**src/rtl/riscv_v_pkg.sv**
```systemverilog
// Vector extension architectural constants shared across the vector pipeline.
package riscv_v_pkg;

  localparam int unsigned VLEN = 128;

endpackage

```
**src/rtl/vector_write_back_arbiter_pkg.sv**
```systemverilog
// Local types for the vector write-back arbiter: output register state and pointer sizing.
package vector_write_back_arbiter_pkg;

  typedef enum logic {
    WB_EMPTY = 1'b0,
    WB_FULL  = 1'b1
  } wb_state_e;

  function automatic int unsigned ptr_width(input int unsigned n);
    return (n > 1) ? $clog2(n) : 1;
  endfunction

endpackage

```
**src/rtl/dragonfang_pkg.sv**
```systemverilog
// Core-wide types and sizing constants for the dragonfang pipeline.
package dragonfang_pkg;

  import riscv_v_pkg::*;

  localparam int unsigned TAG_LENGTH                   = 5;
  localparam int unsigned NUMBER_WRITE_BACK_REQUESTERS = 3;

  typedef struct packed {
    logic [TAG_LENGTH-1:0] tag;
    logic [VLEN-1:0]       data;
  } data_packet_t;

endpackage

```
**src/rtl/vector_write_back_arbiter_if.sv**
```systemverilog
// Requester/write-port bundle for the vector write-back arbiter.
// master: execution units + register read stage side; slave: the arbiter.
interface vector_write_back_arbiter_if
  import dragonfang_pkg::*;
#(
  parameter int unsigned NUMBER_REQUESTERS = NUMBER_WRITE_BACK_REQUESTERS
);

  logic [NUMBER_REQUESTERS-1:0] request_valid;
  data_packet_t                 request_packet [NUMBER_REQUESTERS];
  logic [NUMBER_REQUESTERS-1:0] request_ready;
  logic                         write_back_stall;
  logic                         flush;
  logic                         write_back_request;
  data_packet_t                 write_back_packet;

  modport master (
    output request_valid,
    output request_packet,
    output write_back_stall,
    output flush,
    input  request_ready,
    input  write_back_request,
    input  write_back_packet
  );

  modport slave (
    input  request_valid,
    input  request_packet,
    input  write_back_stall,
    input  flush,
    output request_ready,
    output write_back_request,
    output write_back_packet
  );

endinterface

```
**src/rtl/vector_write_back_arbiter_arbiter.sv**
```systemverilog
// Combinational one-hot grant. VECTOR_WRITE_BACK_ROUND_ROBIN_EN: search upward from pointer
// with wrap-around; otherwise fixed priority (lowest index) and pointer is ignored.
module vector_round_robin_arbiter #(
  parameter int unsigned NUMBER_REQUESTERS = 3,
  parameter int unsigned POINTER_WIDTH     = 2
) (
  input  logic [NUMBER_REQUESTERS-1:0] request,
  input  logic [POINTER_WIDTH-1:0]     pointer,
  output logic [NUMBER_REQUESTERS-1:0] grant
);

  logic found;

`ifdef VECTOR_WRITE_BACK_ROUND_ROBIN_EN
  int unsigned idx;

  always_comb begin
    grant = '0;
    found = 1'b0;
    idx   = 0;
    for (int unsigned off = 0; off < NUMBER_REQUESTERS; off++) begin
      idx = (32'(pointer) + off) % NUMBER_REQUESTERS;
      if (!found && request[idx[POINTER_WIDTH-1:0]]) begin
        grant[idx[POINTER_WIDTH-1:0]] = 1'b1;
        found                         = 1'b1;
      end
    end
  end
`else
  logic unused_pointer;
  assign unused_pointer = ^pointer;

  always_comb begin
    grant = '0;
    found = 1'b0;
    for (int unsigned i = 0; i < NUMBER_REQUESTERS; i++) begin
      if (!found && request[i[POINTER_WIDTH-1:0]]) begin
        grant[i[POINTER_WIDTH-1:0]] = 1'b1;
        found                       = 1'b1;
      end
    end
  end
`endif

endmodule

```
**src/rtl/vector_write_back_arbiter.sv**
```systemverilog
// Shares the vector register file write port among execution units through a one-entry
// output register. Arbitration mode selected by VECTOR_WRITE_BACK_ROUND_ROBIN_EN.
module vector_write_back_arbiter
  import dragonfang_pkg::*;
  import vector_write_back_arbiter_pkg::*;
#(
  parameter int unsigned NUMBER_REQUESTERS = NUMBER_WRITE_BACK_REQUESTERS
) (
  input logic                       clock,
  input logic                       reset_n,
  vector_write_back_arbiter_if.slave bus
);

  localparam int unsigned PTR_W = ptr_width(NUMBER_REQUESTERS);

  wb_state_e                    state, state_next;
  logic                         can_accept;
  logic                         transfer;
  logic [NUMBER_REQUESTERS-1:0] grant;
  logic [PTR_W-1:0]             pointer;
  data_packet_t                 selected;
  data_packet_t                 packet_q;

  vector_round_robin_arbiter #(
    .NUMBER_REQUESTERS (NUMBER_REQUESTERS),
    .POINTER_WIDTH     (PTR_W)
  ) u_arbiter (
    .request (bus.request_valid),
    .pointer (pointer),
    .grant   (grant)
  );

  // A full register may drain and refill in the same cycle unless stalled; flush blocks all grants.
  assign can_accept        = !bus.flush && ((state == WB_EMPTY) || !bus.write_back_stall);
  assign bus.request_ready = can_accept ? grant : '0;
  assign transfer          = |bus.request_ready;

  always_comb begin
    selected = '0;
    for (int unsigned i = 0; i < NUMBER_REQUESTERS; i++) begin
      if (grant[i]) selected = bus.request_packet[i];
    end
  end

  always_ff @(posedge clock or negedge reset_n) begin
    if (!reset_n) state <= WB_EMPTY;
    else          state <= state_next;
  end

  always_comb begin
    state_next = state;
    if (bus.flush) begin
      state_next = WB_EMPTY;
    end else begin
      unique case (state)
        WB_EMPTY: if (transfer) state_next = WB_FULL;
        WB_FULL:  if (!bus.write_back_stall && !transfer) state_next = WB_EMPTY;
        default:  state_next = WB_EMPTY;
      endcase
    end
  end

  always_comb begin
    bus.write_back_request = (state == WB_FULL);
    bus.write_back_packet  = packet_q;
  end

  always_ff @(posedge clock or negedge reset_n) begin
    if (!reset_n)      packet_q <= '0;
    else if (transfer) packet_q <= selected;
  end

`ifdef VECTOR_WRITE_BACK_ROUND_ROBIN_EN
  logic [PTR_W-1:0] winner;

  always_comb begin
    winner = '0;
    for (int unsigned i = 0; i < NUMBER_REQUESTERS; i++) begin
      if (grant[i]) winner = PTR_W'(i);
    end
  end

  always_ff @(posedge clock or negedge reset_n) begin
    if (!reset_n) begin
      pointer <= '0;
    end else if (transfer) begin
      pointer <= (winner == PTR_W'(NUMBER_REQUESTERS - 1)) ? '0 : winner + 1'b1;
    end
  end
`else
  assign pointer = '0;
`endif

endmodule

```
**src/flat_wrapper.sv**
```systemverilog
// flat-port wrapper written by rule: the top's interface ports become plain ports
module vector_write_back_arbiter_flat import dragonfang_pkg::*; import vector_write_back_arbiter_pkg::*;
#(
  parameter int unsigned NUMBER_REQUESTERS = NUMBER_WRITE_BACK_REQUESTERS
)
  (clock, reset_n, bus_request_valid, bus_request_packet, bus_write_back_stall, bus_flush, bus_request_ready, bus_write_back_request, bus_write_back_packet);
  vector_write_back_arbiter_if #(.NUMBER_REQUESTERS(NUMBER_REQUESTERS)) bus_i ();
  input logic clock;
  input logic reset_n;
  input wire logic [$bits(bus_i.request_valid)-1:0] bus_request_valid;
  input wire logic [$bits(bus_i.request_packet)-1:0] bus_request_packet;
  input wire logic [$bits(bus_i.write_back_stall)-1:0] bus_write_back_stall;
  input wire logic [$bits(bus_i.flush)-1:0] bus_flush;
  output wire logic [$bits(bus_i.request_ready)-1:0] bus_request_ready;
  output wire logic [$bits(bus_i.write_back_request)-1:0] bus_write_back_request;
  output wire logic [$bits(bus_i.write_back_packet)-1:0] bus_write_back_packet;
  assign bus_i.request_valid = bus_request_valid;
  assign bus_i.request_packet = {>>{bus_request_packet}};
  assign bus_i.write_back_stall = bus_write_back_stall;
  assign bus_i.flush = bus_flush;
  assign bus_request_ready = bus_i.request_ready;
  assign bus_write_back_request = bus_i.write_back_request;
  assign bus_write_back_packet = bus_i.write_back_packet;
  vector_write_back_arbiter #(.NUMBER_REQUESTERS(NUMBER_REQUESTERS)) u_core (.clock(clock), .reset_n(reset_n), .bus(bus_i));
endmodule
```
**config.mk**
```make
export PLATFORM = sky130hd
export DESIGN_NAME = vector_write_back_arbiter_flat
export DESIGN_NICKNAME = d
export VERILOG_FILES = /design/src/rtl/riscv_v_pkg.sv /design/src/rtl/vector_write_back_arbiter_pkg.sv /design/src/rtl/dragonfang_pkg.sv /design/src/rtl/vector_write_back_arbiter_if.sv /design/src/rtl/vector_write_back_arbiter_arbiter.sv /design/src/rtl/vector_write_back_arbiter.sv /design/src/flat_wrapper.sv
export SDC_FILE = /design/constraint.sdc
export NUM_CORES = 1
export LEC_CHECK = 0
export BUFFER_PORTS_ARGS = -buffer_cell sky130_fd_sc_hd__buf_2
export CAP_MARGIN = 15
export CORE_AREA = 4 4 210 212
export DETAILED_ROUTE_END_ITERATION = 6
export DIE_AREA = 0 0 214 216
export GPL_TIMING_DRIVEN = 0
export PLACE_DENSITY_LB_ADDON = 0.25
export SLEW_MARGIN = 10
export SYNTH_ARGS = -nofsm -noshare
export SYNTH_HDL_FRONTEND = slang
export SYNTH_SLANG_ARGS = --single-unit
```
**constraint.sdc**
```tcl
create_clock -name clock -period 1.65 [get_ports clock]
set_input_delay 0.2475 -clock clock [delete_from_list [all_inputs] [get_ports clock]]
set_output_delay 0.2475 -clock clock [all_outputs]
set_load 0.005 [all_outputs]
```
# Word level (Yosys, flattened, before mapping)

Cells that the tools add are included.
W data, S select, Z words.

Word-level logic and storage cells: 27
Bits in registers: 134

Bitwise logic cells: 1
Multiplexer cells: 12
Reductions and logical operators: 11

Operators by type and width:

| cell                | number |
|---|---|
| $mux W133           | 3 |
| $mux W1             | 7 |
| $logic_not A1 Y1    | 5 |
| $logic_and A1 B1 Y1 | 4 |
| $mux W3             | 1 |
| $reduce_or A3 Y1    | 1 |
| $pmux W1 S2         | 1 |
| $logic_or A1 B1 Y1  | 1 |
| $not A1 Y1          | 1 |

# Longest topological paths before layout

Gate-level depths: netlist of the first run.

Word-level depth: 14
Gate-level depth with buffers: 7
Depth with buffers taken out: 3

# Hierarchy

From an unflattened synthesis of the first run, not the netlist that was laid out.

Cells, all modules: 901
Area, all modules: 8,784.7 µm²

Modules (own cells, without submodules):

| module                     | cells each | times used | area each (µm²) | sequential area each (µm²) |
|---|---|---|---|---|
| vector_write_back_arbiter  | 898        | 1          | 8,758.4         | 3,353.2 |
| vector_round_robin_arbiter | 3          | 1          | 26.3            | 0.0 |

# Worst setup path before layout of the first run

OpenSTA, ideal clock, no wires.

Path kind: register to register
Start: register u_core.state, in the netlist u_core.bus.write_back_request
End: register u_core.packet_q (netlist bit u_core.bus.write_back_packet[100])
Clock period less this slack: 1.606 ns
Required time: 1.525 ns
Stages on the path, launching flop included: 7
Arrival: 1.481 ns
Setup slack: 0.044 ns
Path through: dfrtp_1 -> a21oi_1 -> nor2b_1 -> buf_6 -> buf_6 -> buf_6 -> mux2_4

Word-level cells in the longest chain between the ends: 5

Ends and longest elaborated chain:

| element                  | RTL line                        | text |
|---|---|---|
| start: declaration       | vector_write_back_arbiter.sv:16 | `wb_state_e state, state_next;` |
| start signal: assignment | vector_write_back_arbiter.sv:47 | `else state <= state_next;` |
| $not A1 Y1               | vector_write_back_arbiter.sv:34 | `assign can_accept = !bus.flush && ((state == WB_EMPTY) \|\| !bus.write_back_stall);` |
| $logic_or A1 B1 Y1       | vector_write_back_arbiter.sv:34 |  |
| $logic_and A1 B1 Y1      | vector_write_back_arbiter.sv:34 |  |
| $mux W3                  | vector_write_back_arbiter.sv:35 | `assign bus.request_ready = can_accept ? grant : '0;` |
| $reduce_or A3 Y1         | vector_write_back_arbiter.sv:36 | `assign transfer = \|bus.request_ready;` |
| end signal: assignment   | vector_write_back_arbiter.sv:70 | `else if (transfer) packet_q <= selected;` |
| end: declaration         | vector_write_back_arbiter.sv:22 | `data_packet_t packet_q;` |

No other way between the ends.
A chain may end at the register's enable or synchronous reset.

# Worst setup path after layout of the first run

Start: register u_core.state, in the netlist u_core.bus.write_back_request
End: register u_core.packet_q (netlist bit u_core.bus.write_back_packet[102])

The elaborated chain is that of the path after synthesis.

==> results.json, run 1 <==
{
  "r2r_start": "u_core.bus.write_back_request",
  "fin_ws_ps": -29.97,
  "cts_buffers": 17,
  "cp_num_buf_inv": 3,
  "startpoint": "u_core.bus.write_back_request",
  "maxSlewHeadroom_pct": 33.33,
  "arrival_ps": 2010,
  "htree_levels": 4,
  "dr.first_iter.drc_count": 352,
  "crit_family": "buffers and inverters",
  "dp_hpwl_um": 32670,
  "die_y_um": 216,
  "finalSetupTns_ps": -665.1,
  "stdcell_area_mm2": 0.01305,
  "synth_cells": 898,
  "worstSetupPathType": "register to register",
  "clkSlewWorstSetupHoldPaths_ps": 60,
  "startpoint_type": "register",
  "maxCapViolCount": 0,
  "antenna_cells": 0,
  "cts_buffer_depth": 2,
  "die_w_um": 214,
  "yosysSeqAreaShare_pct": 38.23,
  "clock_sinks": 134,
  "grtUsageTotal_pct": 17.48,
  "dp_cells": 1977,
  "setup_viol": 51,
  "grt_setup_unrepaired": "true",
  "preCtsSetupSlack_ps": -614.8,
  "core_mm2": 0.04195,
  "fin_nets": 1869,
  "synth_cell_types": 16,
  "final_common_cell": "buf_2",
  "ios": 543,
  "drive_gt1_share_pct": 50.64,
  "worstHoldStart": "bus_write_back_stall",
  "p_per_area_mw_per_mm2": 906.8,
  "crit_chain": "a21oi_4, nor2b_4, buf_12, buf_12, buf_12, mux2_4",
  "hold_path.class": "primary input to register",
  "period_minus_slack_ps": 1680,
  "yosysWarnings": 0,
  "via_per_inst": 4.548,
  "stdcell_count": 2014,
  "io_buffers": 539,
  "violations": "negative setup slack",
  "irDropWorstVdd_mv": 0.6654,
  "clock_tree.root_cell": "clkbuf_16",
  "status": "finished, violations left",
  "utilization_pct": 31.11,
  "wl_per_cell_um": 20.71,
  "slowest_delay_ps": 410,
  "worstSetupEndpointType": "register",
  "drc": 0,
  "rows": 75,
  "initial_core_util_pct": 20.91,
  "worstPathMaxFanout": 10,
  "cts_tree": "built",
  "clock_latency_ps": 450,
  "filler_cell_count": 4518,
  "avgSynthCellArea_um2": 9.767,
  "grt-ovfl-total": 0,
  "final-hold-violation-count": 0,
  "synth_area_mm2": 0.008771,
  "finalMaxSlewViolations": 0,
  "gp_congestion": 0.9123,
  "cpMaxStageDelayCell": "dfrtp_1",
  "grt_max_degree": 70,
  "worstMarginPinSlew_ps": 1000,
  "antenna_found_initial": 3,
  "path_common_cell": "buf_12",
  "required_ps": 1980,
  "grt_pass1_wl_um": 61500,
  "routed_wirelength_um": 41720,
  "dieArea_mm2": 0.04622,
  "synth-seq-cells": 134,
  "mostFrequentLayoutCells": "buf_2, a21oi_1, dfrtp_1, nand3b_1, nor2b_1",
  "placed_cell_area_mm2": 0.01218,
  "timing.fmax_mhz": 595.2,
  "syn_to_final_growth_pct": 48.79,
  "vias": 9159,
  "leakage_nw": 6.040,
  "ant_nets": 0,
  "grt_pass1_vias": 9899,
  "fin_crit_sh_pct": 101.8,
  "synthesis.nets": 1304,
  "skew_ps": 7.506,
  "dr.pass1.iters": 5
}
-- layer usage --
layer / share of wire (%) / up-vias / track usage [%]
li1: - / 4312 / -
met1: 42 / 4378 / 20.74
met2: 49 / 421 / 30.29
met3: 7.2 / 44 / 5.640
met4: 1.9 / 4 / 5.273
met5: 0.050 / - / 0
-- stage by stage --
| stage | total power, W | hold slack [ps] |
|---|---|---|
| floorplan | 0.005912 | -48.09 |
| global placement | 0.007753 | 416.0 |
| detailed placement | 0.007778 | 242.6 |
| CTS | 0.01198 | 22.25 |
| global route | 0.01247 | 65.87 |
| finish | 0.01183 | 69.77 |
-- sequential cells by signal, summed over array words and instances, names as in the netlist --
register                       cells
u_core.bus.write_back_request      1
u_core.bus.write_back_packet     133
-- synth_stat cells --
cell,number,area (um^2)
a21oi_1,268,1341
and2_1,1,6.260
and3_1,1,6.260
and3b_1,1,8.760
buf_1,11,41.29
buf_2,22,110.1
buf_6,10,112.6
clkbuf_1,47,176.4
dfrtp_1,134,3353
mux2_2,63,709.4
mux2_4,70,1051
nand2_1,1,3.750
nand3b_1,133,998.5
nor2_1,1,3.750
nor2b_1,134,838.3
nor3_2,1,10.01
-- area by class of cell --
| cell class | instances | area, um^2 | share of cell area [%] |
|---|---|---|---|
| Multi-Input combinational cell | 674 | 5010 | 38.39 |
| Sequential cell | 134 | 3353 | 25.70 |
| Timing Repair Buffer | 548 | 2878 | 22.05 |
| Tap cell | 539 | 674.4 | 5.168 |
| Buffer | 88 | 535.5 | 4.104 |
| Clock buffer | 22 | 474.2 | 3.634 |
| Clock inverter | 9 | 125.1 | 0.9588 |
-- final timing paths --
check / end / slack [ps] / depth (start not counted)
worst max-delay path: u_core.bus.write_back_packet[102] / -30 / 6
worst min-delay path: u_core.bus.write_back_request / 70 / 3
worst min register to register: u_core.bus.write_back_packet[116] / 500 / 1
min in group asynchronous: u_core.bus.write_back_packet[83] / 320 / 2
max in group asynchronous: u_core.bus.write_back_packet[29] / 520 / 3
worst max register to register: u_core.bus.write_back_packet[102] / -30 / 6
-- report_power, final --
| group | internal [W] | total (W) | switching, W |
|---|---|---|---|
| clock | 0.00247 | 0.00402 | 0.00155 |
| combinational | 0.00194 | 0.00357 | 0.00163 |
| sequential | 0.00391 | 0.00424 | 0.000330 |
| total | 0.00833 | 0.0118 | 0.00351 |
-- repair_timing --
action                                  CTS  global route
gates resized for setup                  32             9
hold endpoints to repair                 66             0
buffers inserted                          2             1
hold buffers                              2             0
pin swaps                                 1             0
endpoints found under the setup margin  136           129
cloned                                    1             2
-- cells by family (layout without fill, tap and decap cells) --
group | count (synthesis) | in the layout | synth area share [%]
DFF | 134 | 134 | 38.23
muxes | 133 | 133 | 20.07
AOI/OAI and AO/OA | 268 | 268 | 15.29
and+or+nand+nor | 273 | 273 | 21.38
buffers and inverters | 90 | 667 | 5.021
-- tightest hold or removal path: stages --
cell     delay [ps]
buf_2           120
nand2_1          60
a21oi_1          50
(Power assumes the default switching activity.)
==> run 2, diff against run 1 <==
Settings changed: SETUP_SLACK_MARGIN set to 0.05.
==> results.json, run 2 (same netlist as run 1, synthesis figures left out) <==
{
  "grt_pass1_wl_um": 60000,
  "timing.fmax_mhz": 597.5,
  "htree_levels": 4,
  "clkSlewWorstSetupHoldPaths_ps": 60,
  "crit_family": "buffers and inverters",
  "fin_crit_sh_pct": 101.4,
  "cts_buffers": 17,
  "worstPathMaxFanout": 10,
  "routed_wirelength_um": 40890,
  "seqCellArea_mm2": 0.003353,
  "fin_ws_ps": -23.65,
  "required_ps": 1960,
  "die_y_um": 216,
  "cp_num_buf_inv": 3,
  "finalSetupTns_ps": -653.8,
  "fin_nets": 1865,
  "die_w_um": 214,
  "slowest_delay_ps": 410,
  "crit_chain": "a21oi_4, nor2b_1, buf_6, buf_12, buf_12, mux2_4",
  "setup_viol": 61,
  "startpoint_type": "register",
  "maxSlewHeadroom_pct": 50.88,
  "p_per_area_mw_per_mm2": 909.3,
  "worstSetupPathType": "register to register",
  "io_buffers": 539,
  "cpMaxStageDelayCell": "dfrtp_1",
  "final-hold-violation-count": 0,
  "grtUsageTotal_pct": 16.91,
  "grt_pass1_vias": 9944,
  "ios": 543,
  "drive_gt1_share_pct": 50.54,
  "skew_ps": 5.638,
  "syn_to_final_growth_pct": 47.52,
  "worstMarginPinSlew_ps": 736.8,
  "grt_max_degree": 77,
  "clock_sinks": 134,
  "wl_per_cell_um": 20.32,
  "utilization_pct": 30.85,
  "grt-ovfl-total": 0,
  "path_common_cell": "buf_12",
  "clock_tree.root_cell": "clkbuf_16",
  "rows": 75,
  "dieArea_mm2": 0.04622,
  "final_common_cell": "buf_2",
  "irDropWorstVdd_mv": 0.6508,
  "clock_latency_ps": 430,
  "dr.pass1.iters": 5,
  "mostFrequentLayoutCells": "buf_2, a21oi_1, nor2b_1, dfrtp_1, nand3b_1",
  "dr.first_iter.drc_count": 355,
  "placed_cell_area_mm2": 0.01218,
  "period_minus_slack_ps": 1674,
  "preCtsSetupSlack_ps": -527.0,
  "drc": 0,
  "largest_register_ffs": 133,
  "filler_cell_count": 4530,
  "grt_setup_unrepaired": "true",
  "violations": "negative setup slack",
  "core_mm2": 0.04195,
  "initial_core_util_pct": 20.91,
  "dp_hpwl_um": 32670,
  "gp_congestion": 0.9130,
  "finalMaxSlewViolations": 0,
  "status": "finished, violations left",
  "cts_buffer_depth": 2,
  "hold_path.class": "primary input to register",
  "vias": 9205,
  "arrival_ps": 1990,
  "stdcell_area_mm2": 0.01294,
  "ant_nets": 0,
  "cts_tree": "built",
  "leakage_nw": 5.986,
  "antenna_found_initial": 6,
  "worstSetupEndpointType": "register",
  "via_per_inst": 4.575,
  "multi_input_comb_area_mm2": 0.004991,
  "maxCapViolCount": 0
}
==> run 2: changes by cell type in the layout (fill, tap and decap cells not counted), moves of 2 or more <==
| cell | previous run | this run |
|---|---|---|
| buf_4 | 7 | 4 |
| buf_2 | 551 | 554 |
| buf_6 | 3 | 5 |
| mux2_4 | 73 | 70 |
| clkinv_4 | 0 | 3 |
| clkbuf_16 | 19 | 17 |
| mux2_2 | 60 | 63 |
| buf_12 | 10 | 8 |
==> run 2: path summary, 6_finish.rpt <==
check / end / slack, ps / depth (start not counted) / from
max in group asynchronous: u_core.bus.write_back_packet[118] / 520 / 3 / reset_n
min in group asynchronous: u_core.bus.write_back_packet[53] / 340 / 2 / reset_n
max reg2reg: u_core.bus.write_back_packet[77] / -20 / 6 / u_core.bus.write_back_request
min: u_core.bus.write_back_request / 50 / 2 / bus_flush
max: u_core.bus.write_back_packet[77] / -20 / 6 / u_core.bus.write_back_request
min reg2reg: u_core.bus.write_back_packet[64] / 500 / 1 / u_core.bus.write_back_packet[64]
==> run 2: worst register-to-register path, delay by kind of cell (launching register included) <==
family                 cells  cell delay (ps)
DFF                        1              410
buffers and inverters      3              520
and+or+nand+nor            1              170
muxes                      1              310
AOI/OAI and AO/OA          1              140
==> run 2: what timing repair did <==
action / 4_1_cts / 5_1_grt
endpoints found under the setup margin: 136 / 135
hold endpoints to repair: 58 / 0
gates resized for setup: 24 / 4
setup buffers: 3 / 0
hold buffers: 1 / 0
pin swaps: 1 / 0
==> run 2: layout make-up <==
cell class / count / area share, %
diodes: 1 / 0.01934
multi-input cells: 674 / 38.57
clock buffers: 21 / 3.636
clock inverters: 11 / 1.141
plain buffers: 88 / 4.032
repair buffers: 544 / 21.47
well taps: 539 / 5.212
flip-flops and latches: 134 / 25.92
==> run 2: layer usage <==
metal  GRT usage [%]  vias to the layer above  share of wire [%]  wire (um)
met3           6.329                       53                8.5       3486
met1           19.21                     4440                 40      16260
met4           5.122                        6                2.4        982
met5               0                        -               0.11         47
met2           29.68                      403                 49      20110
li1                -                     4303                  -          -
==> run 2: power breakdown <==
group,internal [W],switching (W)
Combinational,0.00189,0.00160
Sequential,0.00391,0.000324
Clock,0.00250,0.00154
==> run 2: through the flow <==
step	total power, W	cells	hold WS, ps
floorplan	0.005913	898	-48.09
global placement	0.007746	1976	483.9
detailed placement	0.007769	1977	206.2
CTS	0.01197	2011	23.72
global route	0.01244	2011	25.12
finish	0.01177	2012	46.44
